===== config.mk =====
export PLATFORM = sky130hd
export DESIGN_NAME = asic_config_sequencer
export DESIGN_NICKNAME = d
export VERILOG_FILES = /design/src/rtl/asic_config_sequencer.sv
export SDC_FILE = /design/constraint.sdc
export NUM_CORES = 1
export LEC_CHECK = 0
export CAP_MARGIN = 20
export CORE_MARGIN = 5
export CORE_UTILIZATION = 45
export CTS_BUF_LIST = sky130_fd_sc_hd__clkbuf_8
export CTS_CLUSTER_SIZE = 16
export DETAILED_ROUTE_END_ITERATION = 10
export REMOVE_ABC_BUFFERS = 1
export SETUP_SLACK_MARGIN = 0.4
export SLEW_MARGIN = 15
export SYNTH_ARGS = -nofsm -noshare
export SYNTH_HDL_FRONTEND = slang
export SYNTH_SLANG_ARGS = --single-unit

===== constraint.sdc =====
create_clock -name clk -period 4.6 [get_ports clk]
set_input_delay 0.69 -clock clk [delete_from_list [all_inputs] [get_ports clk]]
set_output_delay 0.69 -clock clk [all_outputs]
set_load 0.02 [all_outputs]

===== src/rtl/asic_config_sequencer.sv =====
// asic_config_sequencer: latches host config fields and cut lists, then streams
// them to the ASIC as HEADER, F1..F9, L1[], L2[] over a valid/ready link.
module asic_config_sequencer #(
    parameter int                DATA_W = 16,
    parameter int                CUT_N  = 15,
    parameter logic [DATA_W-1:0] HEADER = 16'hA5C3
) (
    input  logic              clk,
    input  logic              reset_n,
    input  logic [31:0]       cfg_value,
    input  logic [31:0]       cfg_trig,
    output logic              tx_valid,
    output logic [DATA_W-1:0] tx_data,
    input  logic              tx_ready,
    output logic              done_pulse,
    output logic              busy,
    output logic              locked,
    output logic [2:0]        cfg_err
);
    typedef enum logic [2:0] {INIT, IDLE, CONFIG, SEND, DONE, LOCKED} state_t;
    localparam logic [3:0] FULL    = 4'(CUT_N);
    localparam logic [5:0] L2_BASE = 6'(10 + CUT_N);
    localparam logic [5:0] LAST    = 6'(9 + 2 * CUT_N);
    state_t            r_state, w_next;
    logic [31:0]       r_trig, r_value;
    logic [DATA_W-1:0] r_f  [9];
    logic [DATA_W-1:0] r_l1 [CUT_N];
    logic [DATA_W-1:0] r_l2 [CUT_N];
    logic [3:0]        r_ptr1, r_ptr2, w_ptr1, w_ptr2, w_i1, w_i2, w_i3;
    logic [5:0]        r_cnt, w_cnt;
    logic [2:0]        r_err, w_err;
    logic              r_tx_valid, r_done, r_busy, r_locked;
    logic [DATA_W-1:0] r_tx_data, w_word;
    logic              w_cfg, w_hs, w_push1, w_push2, w_unused;
    assign w_unused = ^r_trig[30:12];
    assign w_cfg    = r_state == CONFIG && !r_trig[0];
    assign w_hs     = r_tx_valid && tx_ready;
    assign w_push1  = w_cfg && r_trig[10] && r_ptr1 != FULL;
    assign w_push2  = w_cfg && r_trig[11] && r_ptr2 != FULL;
    always_comb begin
        w_next = (r_state == INIT) ? IDLE : (r_state == DONE) ? CONFIG : r_state;
        w_ptr1 = r_ptr1;
        w_ptr2 = r_ptr2;
        w_err  = r_err;
        w_cnt  = r_cnt;
        if (r_state == SEND) begin
            if (w_hs) begin
                w_cnt  = r_cnt + 6'd1;
                w_next = (r_cnt == LAST) ? DONE : SEND;
            end
        end else if (r_state != INIT && r_trig[0]) begin
            if (r_value == 32'd1) begin
                w_next = CONFIG;
                w_ptr1 = '0;
                w_ptr2 = '0;
                w_err  = '0;
            end else if (r_value == 32'd2) begin
                w_next = LOCKED;
            end
        end else if (r_state == CONFIG) begin
            if (r_trig[10]) begin
                if (w_push1) w_ptr1 = r_ptr1 + 4'd1;
                else w_err[0] = 1'b1;
            end
            if (r_trig[11]) begin
                if (w_push2) w_ptr2 = r_ptr2 + 4'd1;
                else w_err[0] = 1'b1;
            end
            if (r_trig[31]) begin
                if (|r_trig[11:1]) w_err[2] = 1'b1;
                else if (r_ptr1 != FULL || r_ptr2 != FULL) w_err[1] = 1'b1;
                else begin
                    w_next = SEND;
                    w_cnt  = '0;
                end
            end
        end
    end
    // The word for the next counter value is preloaded so tx_data is registered.
    assign w_i1   = 4'(w_cnt - 6'd1);
    assign w_i2   = 4'(w_cnt - 6'd10);
    assign w_i3   = 4'(w_cnt - L2_BASE);
    assign w_word = (w_cnt == 6'd0) ? HEADER :
                    (w_cnt < 6'd10) ? r_f[w_i1] :
                    (w_cnt < L2_BASE) ? r_l1[w_i2] : r_l2[w_i3];
    always_ff @(posedge clk or negedge reset_n) begin
        if (!reset_n) begin
            r_state    <= INIT;
            r_trig     <= '0;
            r_value    <= '0;
            r_ptr1     <= '0;
            r_ptr2     <= '0;
            r_cnt      <= '0;
            r_err      <= '0;
            r_tx_valid <= 1'b0;
            r_busy     <= 1'b0;
            r_locked   <= 1'b0;
            r_done     <= 1'b0;
            r_tx_data  <= '0;
        end else begin
            r_state    <= w_next;
            r_trig     <= cfg_trig;
            r_value    <= cfg_value;
            r_ptr1     <= w_ptr1;
            r_ptr2     <= w_ptr2;
            r_cnt      <= w_cnt;
            r_err      <= w_err;
            r_tx_valid <= w_next == SEND;
            r_busy     <= w_next == SEND;
            r_locked   <= w_next == LOCKED;
            r_done     <= r_state == INIT || w_next == DONE;
            r_tx_data  <= (w_next == SEND) ? w_word : '0;
        end
    end
    always_ff @(posedge clk or negedge reset_n) begin
        if (!reset_n) begin
            for (int i = 0; i < 9; i++) r_f[i] <= '0;
            for (int i = 0; i < CUT_N; i++) r_l1[i] <= '0;
            for (int i = 0; i < CUT_N; i++) r_l2[i] <= '0;
        end else begin
            for (int i = 1; i < 10; i++) if (w_cfg && r_trig[i]) r_f[i-1] <= r_value[DATA_W-1:0];
            if (w_push1) r_l1[r_ptr1] <= r_value[DATA_W-1:0];
            if (w_push2) r_l2[r_ptr2] <= r_value[DATA_W-1:0];
        end
    end
    assign tx_valid   = r_tx_valid;
    assign tx_data    = r_tx_data;
    assign done_pulse = r_done;
    assign busy       = r_busy;
    assign locked     = r_locked;
    assign cfg_err    = r_err;
endmodule


Yosys cells after proc, flatten, opt, wreduce, memory -nomap -nowiden
Cells that the tools add are included.

Input port bits: 67. Logic and storage cells: 182. Flip-flop bits (word level): 727. Output and inout port bits: 23.

Reduce and logical (&&, ||, !) cells: 38. Bitwise logic cells: 6. Add/subtract/negate cells: 6. Order comparisons: 9. Equal/unequal tests: 13. Mux-type cells: 58.

Operator list (count): bitwise mux 240 bit (2); binary-select mux 16 bit (select 4 bit) (3); two-way mux 16 bit (12); demux 16 bit (select 4 bit) (2); two-way mux 3 bit (15); two-way mux 6 bit (7); two-way mux 4 bit (9); == test 32 x 1 -> 1 bit, second input constant (1); == test 32 x 2 -> 1 bit, second input constant (1); >= comparator 5 bit, second input constant (5); inverter 4 -> 5 bit (5); logical AND 1 bit (18); nonzero test 2 bit (8); AND reduction 5 bit (3); OR reduction 11 bit (1); < comparator 5 x 1 -> 1 bit, second input constant (2); == test 3 x 2 -> 1 bit, second input constant (3); == test 3 bit, second input constant (3); adder 4 x 1 -> 4 bit, second input constant (2); inequality test 4 bit, second input constant (2); subtractor 4 bit, second input constant (2); two-way mux 1 bit (7); adder 6 x 1 -> 6 bit, second input constant (1); == test 6 bit, second input constant (1); 14 further kinds (15).

Depth between registers and ports, before layout
Depth after elaboration: 17. Depth in mapped cells: 19. Depth with buffers taken out: 13.

Worst setup path before layout
Ideal clock, no wire load.

Path kind: register -> register. From: register r_ptr2[0]. To: register r_tx_data[2] (netlist: tx_data[2]). Stages on the path, launching flop included: 18. Library setup time: 0.126 ns. Required time: 4.474 ns. Period minus slack after synthesis: 4.089 ns. Slack: 0.511 ns. Data arrival time: 3.963 ns. Buffers on the path: 7. Path through: dfrtp_1 > ha_1 > and3_1 > and4_1 > buf_2 > a22oi_2 > inv_2 > buf_2 > buf_2 > ha_1 > clkbuf_1 > clkbuf_1 > clkbuf_1 > clkbuf_1 > mux4_2 > mux2i_1 > o21ai_0 > o311a_1.

Word-level cells in the longest chain between the ends: 17. Elaborated cells on any way between the ends: 37. Classes of those cells: 3 x add/sub; 2 x order compare; 2 x eq/ne; 25 x mux; 3 x bitwise; 2 x reduce/logical.

RTL lines: from (decl) (line 29) `logic [3:0] r_ptr1, r_ptr2, w_ptr1, w_ptr2, w_i1, w_i2, w_i3;`; from (signal assigned) (line 105) `r_ptr2 <= w_ptr2;`; inequality test 4 bit (*) (line 71) `else if (r_ptr1 != FULL || r_ptr2 != FULL) w_err[1] = 1'b1;`; logical OR 1 bit (*) (line 71); two-way mux 6 bit (line 71); two-way mux 6 bit (line 70) `if (|r_trig[11:1]) w_err[2] = 1'b1;`; two-way mux 6 bit (line 69) `if (r_trig[31]) begin`; two-way mux 6 bit (line 60) `end else if (r_state == CONFIG) begin`; two-way mux 6 bit (line 51) `end else if (r_state != INIT && r_trig[0]) begin`; two-way mux 6 bit (line 46) `if (r_state == SEND) begin`; subtractor 4 bit (on tied branches) (line 82, 81); inverter 4 -> 5 bit (implied by the code) (line 85) `(w_cnt < L2_BASE) ? r_l1[w_i2] : r_l2[w_i3];`; binary-select mux 16 bit (select 4 bit) (line 85); two-way mux 16 bit (implied by the code) (2 in series) (line 85); two-way mux 16 bit (line 85); two-way mux 16 bit (line 84) `(w_cnt < 6'd10) ? r_f[w_i1] :`; two-way mux 16 bit (line 83) `assign w_word = (w_cnt == 6'd0) ? HEADER :`; two-way mux 16 bit (*) (line 112) `r_tx_data <= (w_next == SEND) ? w_word : '0;`; to (signal assigned) (line 112); to (decl) (line 33) `logic [DATA_W-1:0] r_tx_data, w_word;`.

Every way passes the cells marked *; elsewhere a longest branch is shown, timed or not. The select of a mux whose other input is x is not followed. A chain may end at the register's enable or synchronous reset.

Worst setup path in the final report
From: register r_ptr2[0]. To: register r_tx_data[14] (netlist: tx_data[14]).

The elaborated chain is that of the path after synthesis.

==> impl_metrics.env <==
export IMPL_outcome="completed"
export IMPL_crit_start="r_ptr2[0]"
export IMPL_r2r_cells=13
export IMPL_start_util=0.452
export IMPL_start_kind="flip-flop"
export IMPL_combPwrFrac=0.025
export IMPL_cpMostUsedCell="ha_1"
export IMPL_io_pins=90
export IMPL_rows=98
export IMPL_hold_viol=0
export IMPL_place_ws_ns=0.0468
export IMPL_critPathRequiredTime_ns=5.22
export IMPL_syn_inst=2347
export IMPL_vias=20100
export IMPL_root_buffer="clkbuf_8"
export IMPL_finalCritPeriodShare=0.885
export IMPL_synth_edf_count=0
export IMPL_seqPwrFrac=0.522
export IMPL_r2r_end="tx_data[14]"
export IMPL_p_per_area_mw_per_mm2=328
export IMPL_r2r_start="r_ptr2[0]"
export IMPL_max_freq_mhz=246
export IMPL_worstPathCellList="ha_1 > and3_1 > and4_2 > a22o_1 > ha_1 > or4_1 > a21boi_1 > nand3_4 > buf_4 > mux2_2 > o32a_1 > a221o_1 > o311a_1"
export IMPL_core_area_mm2=0.0712
export IMPL_critPathArrivalTime_ns=4.69
export IMPL_areaGrowthSynthToFinish_pct=13.7
export IMPL_slowest_delay_ns=0.52
export IMPL_fin_setup_tns_ns=0
export IMPL_netlist_area_mm2=0.0322
export IMPL_nets=2519
export IMPL_antenna_found_initial=5
export IMPL_worstSetupPathType="flip-flop to flip-flop"
export IMPL_syn_avg_cell_area_um2=13.7
export IMPL_via_per_inst=5.76
export IMPL_switching_share=0.230
export IMPL_hold_ws_ns=0.0801
export IMPL_rrSetupSlack_ns=0.53
export IMPL_grt_usage=0.224
export IMPL_p_int_mw=9.26
export IMPL_yosysSeqAreaShare=0.550
export IMPL_layout_drive_gt1_share=0.400
export IMPL_placed_area_mm2=0.0342
export IMPL_synth_flop_cell="dfrtp_1"
export IMPL_cpLargestDelayFamily="simple AND/OR/NAND/NOR gates"
export IMPL_final_cells=3483
export IMPL_crit_path_end_kind="flip-flop"
export IMPL_ys_async_sr_fraction=1.00
export IMPL_die_h_um=277
export IMPL_cts_buffer_depth=3
export IMPL_cp_depth=13
export IMPL_clock_sinks=708
export IMPL_fin_worst_skew_ns=0.0404
export IMPL_slowest_stage="or4_1"
export IMPL_grt_pass1_wl_um=133000
export IMPL_worst_slack_ns=0.529
export IMPL_grt_overflow_total=0
export IMPL_worst_slew_pin_slew_ns=1.14
export IMPL_worstSkewPairLatency_ns=0.73
export IMPL_ant_nets=0
export IMPL_io_buffer_count=70
export IMPL_clk_pin_slew_ns=0.06
export IMPL_maxCapViolations=0
export IMPL_yosys_warnings=0
export IMPL_holdBufCountCts=0
export IMPL_drc=0
export IMPL_design_area_mm2=0.0366
export IMPL_firstDrtPassIters=5
export IMPL_routedWlPerCell_um=24.7
export IMPL_setup_viol=0
export IMPL_dpl_hpwl_um=53600
export IMPL_synth_cell_types=71
export IMPL_die_area_mm2=0.0770
export IMPL_cp_num_buf_inv=1
export IMPL_drt_initial_drc_count=1441
export IMPL_dp_cells=3263
export IMPL_htreeDepth=3
export IMPL_die_width_um=277
export IMPL_slew_violations=0
export IMPL_gp_congestion=0.884
export IMPL_period_minus_slack_ns=4.07
export IMPL_p_leak_nw=17.5
export IMPL_ir_worst_vdd_mv=0.208
export IMPL_ys_seq_elements=708
export IMPL_grt_pass1_vias=21400
export IMPL_power_share_clock=0.453
export IMPL_worstPathMaxFanout=11
export IMPL_cts_buffers=117
export IMPL_switching_power_mw=2.76
export IMPL_grt_max_degree=123
export IMPL_cts_tree="done"
export IMPL_routed_wl_um=86200
export IMPL_relSlewSlack=0.240
export IMPL_crit_path_end="tx_data[14]"
export IMPL_min_path_type="input port to asynchronous set/reset pin"
export IMPL_rsz0062_at_grt="no"
-- how the worst min path moves through the flow --
stage                  start  slack (ns)  cells after the start         to
floorplan            reset_n        0.39                      0       busy
CTS                  reset_n        0.09                      1  r_l1[222]
finish               reset_n        0.08                      1  r_l1[190]
detailed placement    r_f[4]        0.49                      1     r_f[4]
global placement    r_l2[14]        0.48                      1   r_l2[14]
global route         reset_n        0.14                      1  r_l1[213]
-- power by group through the flow --
stage / sequential, mW / combinational (mW) / clock, mW
floorplan: 6.41 / 0.00857 / 0
global placement: 6.38 / 0.300 / 0
detailed placement: 6.38 / 0.312 / 0
CTS: 6.27 / 0.313 / 5.60
global route: 6.27 / 0.341 / 5.90
finish: 6.27 / 0.303 / 5.45
-- metrics by stage --
stage / total power, mW / utilization
after floorplan: 6.42 / -
after global placement: 6.68 / 0.480
after detailed placement: 6.69 / 0.480
after CTS: 12.2 / 0.513
after global routing: 12.5 / 0.514
final: 12.0 / 0.514
-- layer usage --
| metal | global-route usage | up-vias | routed length, um |
|---|---|---|---|
| met3 | 0.0462 | 149 | 5010 |
| met4 | 0.0731 | 4 | 2470 |
| met5 | 0 | - | 27 |
| li1 | - | 8767 | - |
| met2 | 0.350 | 499 | 39800 |
| met1 | 0.315 | 10700 | 38800 |
-- synth_stat cells, types with 12 or more instances --
library cell / number / share of area
inv_1: 15 / 0.0017
nor3_1: 20 / 0.0031
a31oi_1: 12 / 0.0023
buf_2: 28 / 0.0044
a221oi_1: 16 / 0.0044
nand2_1: 210 / 0.024
mux2_2: 642 / 0.22
ha_1: 13 / 0.0051
nand3_1: 20 / 0.0031
nor2_1: 50 / 0.0058
a211o_1: 12 / 0.0033
mux4_2: 90 / 0.063
o311a_1: 16 / 0.0050
mux2i_1: 74 / 0.023
clkbuf_1: 134 / 0.016
a21oi_1: 38 / 0.0059
and3_1: 39 / 0.0076
dfrtp_1: 708 / 0.55
o21ai_0: 30 / 0.0047
buf_1: 16 / 0.0019
-- kinds of logic after synthesis --
family,Yosys count,synth area share
AND/OR/NAND/NOR,402,0.0583
multiplexers,808,0.311
XOR/XNOR,6,0.00163
adder cells (fa/ha/maj),13,0.00505
AO/OA/AOI/OAI,201,0.0458
flip-flops,708,0.550
buffers and inverters,209,0.0277
-- cells in the final DEF (no fill, tap or decap), types with 6 or more instances in the layout --
master / count
a211o_1: 12
a21oi_1: 38
a221oi_1: 16
a22o_1: 9
a31oi_1: 12
and3_1: 37
buf_12: 16
buf_4: 79
clkbuf_8: 149
clkdlybuf4s50_1: 69
clkinv_2: 7
dfrtp_1: 708
ha_1: 12
inv_1: 66
mux2_2: 642
mux2i_1: 74
mux4_2: 90
nand2_1: 210
nand2b_1: 6
nand3_1: 20
nand3b_1: 10
nand4_1: 8
nor2_1: 49
nor3_1: 15
nor3_2: 6
nor4_1: 11
o211ai_1: 8
o21ai_0: 30
o311a_1: 16
o31a_1: 6
-- registers in the layout, indices dropped and copies added (netlist names), 3 cells and up --
| name | count |
|---|---|
| r_l1 | 240 |
| r_l2 | 240 |
| r_f | 144 |
| r_value | 32 |
| tx_data | 16 |
| r_trig | 13 |
| r_cnt | 6 |
| r_ptr1 | 4 |
| r_ptr2 | 4 |
| cfg_err | 3 |
| r_state | 3 |
-- repair_timing --
item | CTS | global route
resized for setup | 1 | 6
pin swaps | 0 | 1
setup endpoints to repair | 1 | 15
buffers inserted | 0 | 7
-- worst reg2reg max path, delay by kind of cell (launching register included) --
kind / cells / cell delay (ns)
and+or+nand+nor: 4 / 1.33
AOI/OAI and AO/OA: 5 / 1.20
adders and majority gates: 2 / 0.52
DFF: 1 / 0.44
muxes: 1 / 0.32
buffers and inverters: 1 / 0.16
-- area by class of cell --
type	count	area [um^2]
Inverter	17	66.3
Sequential cell	708	17700
Fill cell	6038	34600
Multi-Input combinational cell	1430	13700
Antenna cell	1	2.50
Tap cell	950	1190
Timing Repair Buffer	165	1620
Clock buffer	149	2050
Clock inverter	63	294
Note: power is estimated with default switching activity, not from simulation.
